==> config.mk <==
export PLATFORM = sky130hd
export DESIGN_NAME = pool_window_scheduler
export DESIGN_NICKNAME = d
export VERILOG_FILES = /design/src/rtl/pool_window_scheduler.sv
export SDC_FILE = /design/constraint.sdc
export NUM_CORES = 1
export LEC_CHECK = 0
export CORE_UTILIZATION = 44
export DETAILED_ROUTE_END_ITERATION = 12
export GPL_ROUTABILITY_DRIVEN = 1
export MAX_ROUTING_LAYER = met4
export PLACE_DENSITY = 0.71
export SYNTH_ARGS = -nofsm -noshare
export SYNTH_HDL_FRONTEND = slang
export SYNTH_SLANG_ARGS = --single-unit
==> constraint.sdc <==
create_clock -name clk -period 8.4 [get_ports clk]
set_clock_uncertainty 0.2 [all_clocks]
set_input_delay 2.1 -clock clk [delete_from_list [all_inputs] [get_ports clk]]
set_output_delay 2.1 -clock clk [all_outputs]
set_load 0.05 [all_outputs]
==> src/rtl/pool_window_scheduler.sv <==
// Walks 3x3 windows over a feature map in SRAM, feeds each to the
// max-pool unit and writes each pooled result to the output buffer.
module pool_window_scheduler #(
  parameter int MAP_W  = 8,
  parameter int MAP_H  = 8,
  parameter int STRIDE = 3,
  parameter int ADDR_W = 6
) (
  input  logic              clk,
  input  logic              rst_n,
  input  logic              start,
  output logic              busy,
  output logic              done,
  output logic              rd_en,
  output logic [ADDR_W-1:0] rd_addr,
  input  logic [7:0]        rd_data,
  output logic              pool_valid_in,
  output logic [7:0]        pool_d0,
  output logic [7:0]        pool_d1,
  output logic [7:0]        pool_d2,
  output logic [7:0]        pool_d3,
  output logic [7:0]        pool_d4,
  output logic [7:0]        pool_d5,
  output logic [7:0]        pool_d6,
  output logic [7:0]        pool_d7,
  output logic [7:0]        pool_d8,
  input  logic              pool_valid_out,
  input  logic [7:0]        pool_data_out,
  output logic              wr_en,
  output logic [ADDR_W-1:0] wr_addr,
  output logic [7:0]        wr_data
);

  localparam int OUT_W = (MAP_W - 3) / STRIDE + 1;
  localparam int OUT_H = (MAP_H - 3) / STRIDE + 1;

  localparam logic [ADDR_W-1:0] LAST_X = ADDR_W'((OUT_W - 1) * STRIDE);
  localparam logic [ADDR_W-1:0] LAST_Y = ADDR_W'((OUT_H - 1) * STRIDE);
  localparam logic [ADDR_W-1:0] STEP   = ADDR_W'(STRIDE);
  localparam logic [ADDR_W-1:0] ROW_W  = ADDR_W'(MAP_W);

  localparam logic [2:0] S_IDLE  = 3'd0;
  localparam logic [2:0] S_FETCH = 3'd1;
  localparam logic [2:0] S_ISSUE = 3'd2;
  localparam logic [2:0] S_WAIT  = 3'd3;
  localparam logic [2:0] S_WRITE = 3'd4;
  localparam logic [2:0] S_DONE  = 3'd5;

  logic [2:0]        state_q, state_d;
  logic [3:0]        k_q, k_d;
  logic [1:0]        kx_q, kx_d;
  logic [1:0]        ky_q, ky_d;
  logic [ADDR_W-1:0] ox_q, ox_d;
  logic [ADDR_W-1:0] oy_q, oy_d;
  logic [ADDR_W-1:0] oidx_q, oidx_d;
  logic [7:0]        res_q, res_d;
  logic [7:0]        pix_q [9];
  logic [7:0]        pix_d [9];

  logic [ADDR_W-1:0] rd_row;
  logic [ADDR_W-1:0] rd_col;

  // Read address follows the in-window row/column counters
  always_comb begin
    rd_row  = oy_q + ADDR_W'(ky_q);
    rd_col  = ox_q + ADDR_W'(kx_q);
    rd_en   = (state_q == S_FETCH) && (k_q != 4'd9);
    rd_addr = rd_en ? (rd_row * ROW_W + rd_col) : '0;
  end

  assign busy          = (state_q == S_FETCH) || (state_q == S_ISSUE) ||
                         (state_q == S_WAIT)  || (state_q == S_WRITE);
  assign done          = (state_q == S_DONE);
  assign pool_valid_in = (state_q == S_ISSUE);
  assign wr_en         = (state_q == S_WRITE);
  assign wr_addr       = oidx_q;
  assign wr_data       = res_q;

  assign pool_d0 = pix_q[0];
  assign pool_d1 = pix_q[1];
  assign pool_d2 = pix_q[2];
  assign pool_d3 = pix_q[3];
  assign pool_d4 = pix_q[4];
  assign pool_d5 = pix_q[5];
  assign pool_d6 = pix_q[6];
  assign pool_d7 = pix_q[7];
  assign pool_d8 = pix_q[8];

  // Pass sequencing: fetch, issue, wait for result, write, advance
  always_comb begin
    state_d = state_q;
    k_d     = k_q;
    kx_d    = kx_q;
    ky_d    = ky_q;
    ox_d    = ox_q;
    oy_d    = oy_q;
    oidx_d  = oidx_q;
    res_d   = res_q;
    for (int i = 0; i < 9; i++) pix_d[i] = pix_q[i];

    unique case (state_q)
      S_IDLE: begin
        if (start) begin
          state_d = S_FETCH;
          ox_d    = '0;
          oy_d    = '0;
          oidx_d  = '0;
          k_d     = '0;
          kx_d    = '0;
          ky_d    = '0;
        end
      end
      S_FETCH: begin
        // SRAM data lags the strobe by one cycle
        for (int i = 0; i < 9; i++)
          if (k_q == 4'(i + 1)) pix_d[i] = rd_data;
        if (k_q == 4'd9) begin
          state_d = S_ISSUE;
          k_d     = '0;
          kx_d    = '0;
          ky_d    = '0;
        end else begin
          k_d = k_q + 4'd1;
          if (kx_q == 2'd2) begin
            kx_d = '0;
            ky_d = ky_q + 2'd1;
          end else begin
            kx_d = kx_q + 2'd1;
          end
        end
      end
      S_ISSUE: state_d = S_WAIT;
      S_WAIT: begin
        if (pool_valid_out) begin
          res_d   = pool_data_out;
          state_d = S_WRITE;
        end
      end
      S_WRITE: begin
        oidx_d = oidx_q + 1'b1;
        // Last column origin is the only one whose next step overruns
        if (ox_q == LAST_X) begin
          ox_d = '0;
          oy_d = oy_q + STEP;
        end else begin
          ox_d = ox_q + STEP;
        end
        if ((ox_q == LAST_X) && (oy_q == LAST_Y)) state_d = S_DONE;
        else                                      state_d = S_FETCH;
      end
      S_DONE:  state_d = S_IDLE;
      default: state_d = S_IDLE;
    endcase
  end

  // State and datapath registers
  always_ff @(posedge clk or negedge rst_n) begin
    if (!rst_n) begin
      state_q <= S_IDLE;
      k_q     <= '0;
      kx_q    <= '0;
      ky_q    <= '0;
      ox_q    <= '0;
      oy_q    <= '0;
      oidx_q  <= '0;
      res_q   <= '0;
      for (int i = 0; i < 9; i++) pix_q[i] <= '0;
    end else begin
      state_q <= state_d;
      k_q     <= k_d;
      kx_q    <= kx_d;
      ky_q    <= ky_d;
      ox_q    <= ox_d;
      oy_q    <= oy_d;
      oidx_q  <= oidx_d;
      res_q   <= res_d;
      for (int i = 0; i < 9; i++) pix_q[i] <= pix_d[i];
    end
  end

endmodule
# After elaboration in Yosys (flattened, before gate mapping)
# Cells that the tools add are included.
# totals
output_inout_bits	97
wordCells	94
inputBits	20
regBits	109
# op_classes
mux	22
n_reduce_logical	23
add_sub_neg	9
eq_ne	23
# ops
op	n
6-bit case mux with 2 select lines	3
6-bit 2-to-1 mux	4
2-bit AND reduction	12
4-bit by 3-bit == test with 1-bit output, second input constant	4
3-bit case mux with 5 select lines	1
6-bit by 2-bit adder with 6-bit output, second input constant	2
6-bit by 2-bit == test with 1-bit output, second input constant	2
3-bit 2-to-1 mux	4
2-bit 2-to-1 mux	5
3-bit AND reduction	3
4-bit by 2-bit == test with 1-bit output, second input constant	2
4-bit == test, second input constant	2
4-bit 2-to-1 mux	2
2-bit case mux with 2 select lines	2
4-bit case mux with 2 select lines	1
6-bit by 1-bit adder with 6-bit output, second input constant	1
6-bit by 2-bit adder with 6-bit output	1
6-bit adder	1
3-bit by 2-bit == test with 1-bit output, second input constant	2
3-bit == test, second input constant	2
2-bit by 1-bit adder with 2-bit output, second input constant	2
4-bit by 1-bit adder with 4-bit output, second input constant	1
4-bit by 1-bit == test with 1-bit output, second input constant	1
2-bit by 1-bit != test with 1-bit output, second input constant	2
10 further kinds	15

# Depth between registers and ports, before layout
# logic_depth
ltp_word	4
depth_mapped	9
ltp_nobuf	9

# Worst setup path after synthesis
# No wires, ideal clock.
# synth_path
path_type	register -> output
from	register oy_q[0]
to	output rd_addr[5]
path_stages_with_launch	10
setup_slack_ns	3.488
path_buffers	0
arrival_ns	2.612
required_time_ns	6.100
cell_sequence	dfrtp_1 > ha_1 > inv_1 > fa_1 > inv_1 > ha_1 > and3_1 > a221oi_1 > xor2_1 > nor2_1
# synth_via
elab_chain_len	3
# synth_rtl
item	line	text
from (decl)	54	logic [ADDR_W-1:0] oy_q, oy_d;
from (signal assigned)	174	oy_q <= oy_d;
3-bit by 2-bit adder with 3-bit output	65	rd_row = oy_q + ADDR_W'(ky_q);
6-bit adder	68	rd_addr = rd_en ? (rd_row * ROW_W + rd_col) : '0;
6-bit 2-to-1 mux	68	
to (decl)	15	output logic [ADDR_W-1:0] rd_addr,
# Every way passes these cells.

# Worst setup path after layout
# Ends and elaborated chain as after synthesis.

==> summary.md <==
| Metric | Value |
|---|---|
| Status | finished, final reports clean |
| CP Capture Point | rd_addr[5] |
| Slew headroom | 51.5% |
| # DRC | 0 |
| Final worst setup slack | 2.60 ns |
| Clock Latency Late Sink | 0.36 ns |
| Num rows | 37 |
| Max-Cap Viols | 0 |
| Core Area | 0.0105 mm^2 |
| CTS tree | done |
| Sequential fraction of the synthesis area | 56.5% |
| Htree depth | 3 |
| IO Port Bufs | 116 |
| WL final | 10500 um |
| # hold bufs at CTS | 0 |
| R2R cell count | 3 |
| GPL Wtd Cong | 0.777 |
| Largest net degree at the start of global routing | 62 |
| Final setup viols | 0 |
| Critical path cell sequence | ha_1, inv_1, fa_1, inv_1, ha_1, and3_1, a221oi_1, xor2_1, nor2_1, clkdlybuf4s50_1 |
| Nature of the critical path startpoint | register |
| Syn Area/Cell | 13.0 um^2 |
| All-Layer GR Usage | 20.0% |
| Layout cells sized above 1 | 21.8% |
| Post-CTS Setup Repair Bufs | 0 |
| Initial Util | 46.1% |
| FF-to-FF Start | state_q[1] |
| CP Buf/Inv Count | 3 |
| Post-detail-place hpwl | 7580 um |
| Drt wl/cell | 16.7 um |
| Slowest Stage Delay on Critical Path | 0.80 ns |
| R2r setup slk | 5.93 ns |
| Area growth syn-to-layout | 30.3% |
| Post-synth cell types | 50 |
| Worst min-delay path class | register to register |
| I/O pin total | 117 |
| Initial antenna violation count | 0 |
| Worst Path Required | 6.10 ns |
| Area leader, netlist | dfrtp_1 |
| Fmax | 172 MHz |
| Max Root-Sink Buffers | 2 |
| Final #Nets | 517 |
| CP arrival | 3.50 ns |
| Die Area | 0.0114 mm^2 |
| Worst Path Max Fanout | 6 |
| Num CTS Buffers | 9 |
| Vias in the first global route | 3294 |
| Crit path depth | 10 |
| Actual slew at the worst max-slew pin | 0.728 ns |
| Post-CTS sizing | 0 |
| Syn Nets | 403 |
| Crit path max-delay family | adder cells |
| Root Driver | clkbuf_8 |
| Final Hold Viols | 0 |
| Die W | 107 um |
| Critical path class | register to output port |
| Most common cell after layout, fill and taps aside | clkdlybuf4s50_1 |
| Final slew viol count | 0 |
| First-pass GRT wire length | 17000 um |
| Vias/cell | 5.30 |
| Antenna fix cells | 0 |
| CTS Sinks | 109 |
| Worst-path clk slew | 0.11 ns |
| Ranking of synthesized cells by area | dfrtp_1, mux2_2, ha_1 |
| Commonest cells after routing, fill and taps aside | clkdlybuf4s50_1, dfrtp_1, mux2_2 |
| Remaining global-route overflow | 0 |
| RSZ-0062 raised after global routing | false |
| #FFs+latches synth | 109 |
| Total number of vias | 3315 |
| Initial DRC count | 124 |
| Syn Inst Count | 371 |
| Pre-CTS setup slack | 3.02 ns |
| Async SR Flop Fraction | 100% |
| Top cell type's share of synthesized area | 56.5% |
| Critical path endpoint category | output port |
| Chip height | 107 um |
| EDFF count, synth | 0 |
| Total negative setup slack | 0 ns |
| Dominant synthesized flop cell | dfrtp_1 |
| End of the worst register-to-register path | pool_d6[0] |
| Drt pass-1 iters | 4 |
| Fillers | 881 |
| Routed Antenna Nets | 0 |
| Crit path from | oy_q[0] |
| Final Cycle Share | 69.0% |
| Slowest CP cell | clkdlybuf4s50_1 |
| Post-Syn Area | 0.00483 mm^2 |
| Fin crit period | 5.80 ns |
| Yosys warnings | 0 |
flip-flops by register name (all words and copies together) (netlist names), 4 cells and up:
signal and cells:
wr_addr 6, wr_data 8, pool_d2 8, pool_d5 8
pool_d1 8, pool_d0 8, pool_d6 8, pool_d4 8
pool_d7 8, ox_q 6, k_q 4, oy_q 6
pool_d8 8, pool_d3 8
cell usage after synthesis (3+ instances only):
library cell  count
nor2b_1           6
a22o_1            3
xnor2_1           4
ha_1             10
nand4_1           3
o21ai_0          20
o31ai_1           6
o211ai_1          4
nor2_1           16
buf_6             3
mux2_2           80
xor2_1            4
dfrtp_1         109
a21o_1            4
nand2_1          28
a21oi_1           8
inv_1            10
o21a_1            4
clkbuf_1          8
and3_1            3
worst min-delay path by stage:
stage / start / end / slack [ns] / cells past startpoint
finish: wr_addr[5] / wr_addr[5] / 0.29 / 1
global route: wr_addr[5] / wr_addr[5] / 0.30 / 1
CTS: wr_addr[5] / wr_addr[5] / 0.29 / 1
detailed placement: wr_addr[5] / wr_addr[5] / 0.27 / 1
global placement: wr_addr[5] / wr_addr[5] / 0.27 / 1
floorplan: oy_q[3] / oy_q[3] / 0.30 / 1
cell families (layout without fill, tap and decap cells):
kind of cell | count (synthesis) | after routing | share of synthesized area, %
AOI/OAI and AO/OA | 55 | 55 | 7.18
xor gates and xnor gates | 8 | 8 | 1.45
adders and majority gates | 12 | 12 | 3.42
buffers and inverters | 26 | 145 | 2.77
DFF | 109 | 109 | 56.5
muxes | 82 | 82 | 19.1
and+or+nand+nor | 79 | 79 | 9.59
metrics by stage:
stage	utilization (%)	cell area (um^2)	hold slack, ns	instances
floorplan	-	4830	0.300	371
global placement	58.1	6080	0.272	610
detailed placement	58.1	6080	0.273	610
CTS	60.1	6290	0.292	626
global route	60.1	6290	0.302	626
finish	60.1	6290	0.287	626
area by class of cell:
class / count / area (um^2) / share of cell area, %
clock buffers: 9 / 124 / 1.97
clock inverters: 7 / 87.6 / 1.39
inverters: 12 / 50.0 / 0.796
multi-input cells: 236 / 1970 / 31.2
flip-flops and latches: 109 / 2730 / 43.4
well taps: 136 / 170 / 2.70
repair buffers: 117 / 1170 / 18.5
routing by layer:
layer	vias up	global-route usage (%)	part of all wire, %	wire, um
li1	1556	-	-	-
met1	1648	26.7	48	5030
met2	101	31.7	47	4870
met3	10	3.59	4.6	486
met4	0	5.19	0.84	88
met5	-	-	0	0
Power is not shown: default switching activity piles up to over one toggle a cycle in this logic, so the estimate is an artifact.
